### src/rtl/pulse_sync_sched.sv
// Round-robin scheduler that serialises N single-cycle event strobes onto one
// toggle pulse-synchronizer channel, with a guard gap after every issued pulse.
module pulse_sync_sched #(
    parameter int unsigned N_REQ      = 4,
    parameter int unsigned ID_W       = $clog2(N_REQ),
    parameter int unsigned GAP_CYCLES = 8
) (
    input  logic             clk,
    input  logic             rst,
    input  logic             enable,
    input  logic [N_REQ-1:0] req_pulse,
    input  logic             drop_clr,
    output logic             tx_pulse,
    output logic [ID_W-1:0]  tx_id,
    output logic             busy,
    output logic [N_REQ-1:0] pending,
    output logic [N_REQ-1:0] drop_flags
);

    localparam int unsigned CNT_W = $clog2(GAP_CYCLES + 1);

    typedef enum logic [1:0] {
        IDLE  = 2'd0,
        ISSUE = 2'd1,
        HOLD  = 2'd2
    } state_e;

    state_e           state_q, state_d;
    logic [CNT_W-1:0] cnt_q, cnt_d;
    logic [ID_W-1:0]  last_grant_q, last_grant_d;
    logic [ID_W-1:0]  tx_id_q, tx_id_d;
    logic [ID_W-1:0]  pick_c;
    logic             pick_vld_c;
    logic             tx_pulse_q, tx_pulse_d;
    logic             busy_q, busy_d;
    logic [N_REQ-1:0] pending_q, pending_d;
    logic [N_REQ-1:0] drop_q, drop_d;
    logic [N_REQ-1:0] grant_c;

    // Round-robin pick: scan from farthest to nearest so the nearest set bit after last_grant wins.
    always_comb begin
        int unsigned idx;
        pick_c     = last_grant_q;
        pick_vld_c = 1'b0;
        idx        = 0;
        for (int unsigned k = N_REQ; k >= 1; k--) begin
            idx = (32'(last_grant_q) + k) % N_REQ;
            if (pending_q[ID_W'(idx)]) begin
                pick_c     = ID_W'(idx);
                pick_vld_c = 1'b1;
            end
        end
    end

    always_ff @(posedge clk or posedge rst) begin
        if (rst) begin
            state_q <= IDLE;
        end else begin
            state_q <= state_d;
        end
    end

    always_comb begin
        state_d      = state_q;
        cnt_d        = cnt_q;
        tx_id_d      = tx_id_q;
        last_grant_d = last_grant_q;
        grant_c      = '0;
        unique case (state_q)
            IDLE: begin
                if (enable && pick_vld_c) begin
                    state_d      = ISSUE;
                    tx_id_d      = pick_c;
                    last_grant_d = pick_c;
                    grant_c      = N_REQ'(1) << pick_c;
                end
            end
            ISSUE: begin
                cnt_d   = CNT_W'(GAP_CYCLES - 1);
                state_d = HOLD;
            end
            HOLD: begin
                if (cnt_q == '0) begin
                    state_d = IDLE;
                end else begin
                    cnt_d = cnt_q - CNT_W'(1);
                end
            end
            default: state_d = IDLE;
        endcase

        tx_pulse_d = (state_d == ISSUE);
        busy_d     = (state_d != IDLE);
        // A strobe coinciding with its own grant re-arms the bit and is not a drop.
        pending_d  = req_pulse | (pending_q & ~grant_c);
        drop_d     = (req_pulse & pending_q & ~grant_c) | (drop_q & ~{N_REQ{drop_clr}});
    end

    always_ff @(posedge clk or posedge rst) begin
        if (rst) begin
            cnt_q        <= '0;
            last_grant_q <= ID_W'(N_REQ - 1);
            tx_id_q      <= '0;
            tx_pulse_q   <= 1'b0;
            busy_q       <= 1'b0;
            pending_q    <= '0;
            drop_q       <= '0;
        end else begin
            cnt_q        <= cnt_d;
            last_grant_q <= last_grant_d;
            tx_id_q      <= tx_id_d;
            tx_pulse_q   <= tx_pulse_d;
            busy_q       <= busy_d;
            pending_q    <= pending_d;
            drop_q       <= drop_d;
        end
    end

    assign tx_pulse   = tx_pulse_q;
    assign tx_id      = tx_id_q;
    assign busy       = busy_q;
    assign pending    = pending_q;
    assign drop_flags = drop_q;

endmodule

### config.mk
export PLATFORM = sky130hd
export DESIGN_NAME = pulse_sync_sched
export DESIGN_NICKNAME = d
export VERILOG_FILES = /design/src/rtl/pulse_sync_sched.sv
export SDC_FILE = /design/constraint.sdc
export NUM_CORES = 1
export LEC_CHECK = 0
export BUFFER_PORTS_ARGS = -buffer_cell sky130_fd_sc_hd__buf_2
export CORE_MARGIN = 5
export CORE_UTILIZATION = 35
export DETAILED_ROUTE_END_ITERATION = 8
export PLACE_DENSITY_LB_ADDON = 0.15
export SYNTH_ARGS = -nofsm -noshare
export SYNTH_HDL_FRONTEND = slang
export SYNTH_SLANG_ARGS = --single-unit
### constraint.sdc
create_clock -name clk -period 1.75 [get_ports clk]
set_clock_uncertainty 0.1 [all_clocks]
set_input_delay 0.2625 -clock clk [delete_from_list [all_inputs] [get_ports clk]]
set_output_delay 0.2625 -clock clk [all_outputs]
set_load 0.05 [all_outputs]
# Yosys cells after proc, flatten, opt, wreduce, memory -nomap -nowiden
# Cells that the tools add are included.
# totals
ff_bits	20
in_bits	8
# classes
n_addsub	5
magnitude_cmp	4
eq_ne	4
n_shift	1
n_mux	23
bitwise	8
reduce_logical	7
# ops
cell	n
$and 4x4->4	4
$lt 2x3->1 const B	4
$mux 2	6
$mux 4	3
$bmux 1 s2	4
$mux 1	8
$not 4->4	2
$or 4x4->4	2
$pmux 4 s2	1
$pmux 2 s3	1
$add 2x1->2 const B	2
$add 2x2->2 const B	2
$eq 2x1->1 const B	2
$logic_not 4->1	1
$reduce_and 2->1	2
$reduce_bool 2->1	2
$shl 1x2->4 const A	1
$sub 4x1->4 const B	1
$eq 2x2->1 const B	1
$logic_not 2->1	1
$ne 2x2->1 const B	1
$logic_and 1x1->1	1

# Logic depth before layout (Yosys ltp)
# depth
ltp_word	13
mapped_depth	7
mapped_depth_nobuf	6

# Worst setup path after synthesis
# Ideal clock, no wire load.
# synth_timing
path_type	flip-flop to flip-flop
start	register pending_q[0] (netlist: pending[0])
end	register drop_q[3] (netlist: drop_flags[3])
setup_ps	141
arrival_ps	1462
t_required_ps	1509
slack_ps	47
path_stages_with_launch	5
path_buffers	0
period_less_slack_ps	1703
cell_sequence	dfrtp_1 o41a_1 nand2_2 nor3_1 a31oi_1
# synth_via
elab_chain_len	12
# synth_lines
element	line	source
start, declared	36	logic [N_REQ-1:0] pending_q, pending_d;
start signal, assigned	114	pending_q <= pending_d;
$bmux 1 s2	48	if (pending_q[ID_W'(idx)]) begin
$mux 1 (implied by the code)	48	
$mux 2 or $mux 1 (tied branches) (4 in a row)	48	
$shl 1x2->4 or $logic_and 1x1->1 (tied branches)	75, 71	
$mux 4 *	71	if (enable && pick_vld_c) begin
$mux 4 *	69	unique case (state_q)
$not 4->4 *	96	drop_d = (req_pulse & pending_q & ~grant_c) | (drop_q & ~{N_REQ{drop_clr}});
$and 4x4->4 *	96	
$or 4x4->4 *	96	
net drop_d[3]	37	logic [N_REQ-1:0] drop_q, drop_d;
end signal, assigned	115	drop_q <= drop_d;
end, declared	37	
# The timed path passes the listed nets; every way through them passes the cells marked *. The select of a mux whose other input is x is not followed.
# A chain may end at the register's enable or synchronous reset.

# Worst setup path after layout
# layout_timing
start	register cnt_q[1]
end	register cnt_q[1]
# layout_via
elab_chain_len	3
# layout_lines
element	line	source
start, declared	29	logic [CNT_W-1:0] cnt_q, cnt_d;
start signal, assigned	109	cnt_q <= cnt_d;
$sub 4x1->4 or $logic_not 4->1 (tied branches)	86, 83	
$mux 4 or $ne 2x2->1 (tied branches)	--	
$pmux 4 s2 or $reduce_and 2->1 (tied branches)	--	
# Parallel ways exist; a longest one is shown, timed or not. The select of a mux whose other input is x is not followed.

==> qor.yml <==
power_and_ir_drop:
  seqPwrFrac: 0.347
  clock_power_share: 0.116
  power_frac_comb: 0.537
  p_total_mw: 2.29
  power_density_mw_per_mm2: 1880
  p_sw_mw: 1.11
  p_sw_frac: 0.485
  p_leak_nw: 0.544
  vdd_drop_max_mv: 0.979
  p_int_mw: 1.18
routing:
  routed.top_layer: "met4"
  wl_met1_um: 1050
  vias_per_cell: 5.05
  routed_wl_um: 2230
  drt_iter0_drc: 49
  ant_nets: 0
  remaining_drc_errors: 0
  dr.pass1.iters: 3
  met2_length_um: 1080
  dr_wl_met3_um: 81
  wl_per_cell_um: 13.4
  vias: 839
timing:
  setup_tns_ns: 0
  finalCriticalPeriod_ns: 1.61
  max_slew_margin: 0.719
  drv_slew: 0
  max_freq_ghz: 0.620
  rsz0062_at_grt: "no"
  worst_pin_slew_ns: 0.422
  period_share: 0.922
  finalSetupViolations: 0
  hold_viol: 0
yosys:
  synth_top_area_cell: "dfrtp_1"
  synth.area.mux_share: 0
  ys_types: 33
  synthesis.nets: 118
  synthTopCellsByCount: "21 x nor2_1, 18 x dfrtp_1, 9 x a31oi_1"
  ys_ff_latch: 20
  synth-compound-area-share: 0.197
  synth_top_area_frac: 0.447
  synthAdderAreaFrac: 0.0124
  synth_top_family_by_area: "simple AND/OR/NAND/NOR gates"
  yosysMostFrequentCell: "nor2_1"
  synth_xor_area_frac: 0
  syn_inst: 109
  synth-simple-area-share: 0.232
  async_flop_share: 1.00
  synthesis.area_mm2: 0.00101
  ys_seq_area_frac: 0.499
  synthTopCellsByArea: "dfrtp_1 45%, nor2_1 7.8%, a31oi_1 5.6%"
  ys.warnings.count: 0
  synth.avg_cell_area_um2: 9.25
  synth_edf_count: 0
  synth_flop_cell: "dfrtp_1"
status:
  run_status: "complete, no violations"
clock_network:
  root_buffer: "clkbuf_4"
  cts_tree: "built"
  cts.reportedPaths.clkPinSlew_ns: 0.11
  cts_made_buffers: 3
  insertion_delay_ns: 0.30
  clock_sinks: 20
  clk_path_buf_depth: 2
  htreeDepth: 1
placed_design:
  gp_congestion: 0.763
  place_hpwl_um: 1700
  portBuffers: 19
global_route:
  grt_antenna_before_repair: 0
  grt_pass1_wl_um: 3750
  grt_pass1_vias: 817
  gr-total-overflow: 0
  grt_usage: 0.113
  grt_max_degree: 14
layout:
  nets: 145
  area_delta_synth_final_pct: 21.1
  diodes: 0
  final_layout_size_suffix_gt1_frac: 0.304
flow_run:
  drv_cap: 0
worst_setup_path:
  cp.arrival_ns: 1.76
  crit_top_cell: "inv_1"
  crit_fanout: 5
  critPathLaunchType: "flop"
  worst-path-buf-inv: 2
  cp_top_family: "flip-flops"
  crit_type: "reg2reg"
  end_kind: "flop"
  crit_required_ns: 1.90
  slowest_stage: "dfrtp_1"
  critPathMaxStageDelay_ns: 0.44
  path_cells: "inv_1, ha_1, inv_1, or3_4, a31oi_2, o22a_1"
floorplanning:
  dieWidth_um: 63.7
  core_area_mm2: 0.00276
  num_rows: 19
  die_y_um: 63.7
  boundaryPins: 20
  die_area_mm2: 0.00406
  initial_core_util: 0.366
min_path:
  hold_class: "in2reg"
[per-stage QoR]
stage          setup slack (ns)  std cells  cell area (um2)   util  hold WS (ns)
2_1_floorplan            0.0469        109             1010      -         0.125
3_3_place_gp              0.102        159             1140  0.413         0.178
3_5_place_dp              0.104        159             1140  0.413         0.181
4_1_cts                  0.0679        164             1180  0.430         0.110
5_1_grt                 0.00698        166             1220  0.443         0.102
6_report                  0.137        166             1220  0.443         0.127
[cells in the final DEF, fill, tap and decap left out, types with 3 or more instances in the layout]
cell / count
a21oi_1: 7
dfrtp_1: 18
inv_1: 6
nand2b_1: 5
o21ai_0: 5
buf_2: 19
clkbuf_4: 3
buf_4: 6
nor2_1: 21
a31oi_1: 8
[power by group through the flow]
stage               sequential, mW  combinational [mW]  clock, mW
global placement             0.802                1.17          0
global route                 0.821                1.35      0.293
floorplan                     1.13               0.584          0
detailed placement           0.807                1.17          0
finish                       0.796                1.23      0.265
CTS                          0.798                1.17      0.278
[worst reg2reg max path: cells and delay by family, from the launching register on]
family | cells | cell delay, ns
and+or+nand+nor | 1 | 0.40
DFF | 1 | 0.44
adders and majority gates | 1 | 0.18
buffers and inverters | 2 | 0.13
AOI/OAI and AO/OA | 2 | 0.32
[area by class of cell]
| type | count | area (um2) |
|---|---|---|
| Clock buffer | 4 | 36.3 |
| Fill cell | 283 | 1540 |
| Inverter | 7 | 26.3 |
| Multi-Input combinational cell | 78 | 467 |
| Sequential cell | 20 | 503 |
| Tap cell | 31 | 38.8 |
| Timing Repair Buffer | 26 | 150 |
[final timing paths]
| path | startpoint | endpoint | slack [ns] | cells past startpoint |
|---|---|---|---|---|
| max in group asynchronous | rst | last_grant_q[1]$_DFFE_PP1P_ | 0.59 | 4 |
| min in group asynchronous | rst | cnt_q[1]$_DFFE_PP0P_ | 0.38 | 3 |
| max | cnt_q[1]$_DFFE_PP0P_ | cnt_q[1]$_DFFE_PP0P_ | 0.14 | 6 |
| min reg2reg | tx_id[1]$_DFFE_PP0P_ | tx_id[1]$_DFFE_PP0P_ | 0.42 | 1 |
| max reg2reg | cnt_q[1]$_DFFE_PP0P_ | cnt_q[1]$_DFFE_PP0P_ | 0.14 | 6 |
| min | req_pulse[0] | pending[0]$_DFF_PP0_ | 0.13 | 3 |
[registers in the layout (all words and copies together) (netlist names)]
signal	cells
busy	1
cnt_q	4
drop_flags	4
last_grant_q	2
pending	4
state_q	2
tx_id	2
tx_pulse	1
[routing by layer]
metal	vias up	GRT usage
met5	-	0
met3	2	0.0302
met4	0	0.0234
met1	393	0.145
met2	12	0.189
li1	432	-
[cells by family (layout without fill, tap and decap cells)]
family                     Yosys count  count (layout)
and+or+nand+nor                     46              46
AOI/OAI and AO/OA                   31              31
DFF                                 20              20
buffers and inverters               11              37
adders and majority gates            1               1
[what timing repair did]
item / in CTS / in global routing
hold buffers: 1 / 0
endpoints found under the setup margin: 0 / 6
endpoints found under the hold margin: 9 / 0
resized for setup: 0 / 4
setup buffers: 0 / 2
Power figures use the tool's default switching activity.
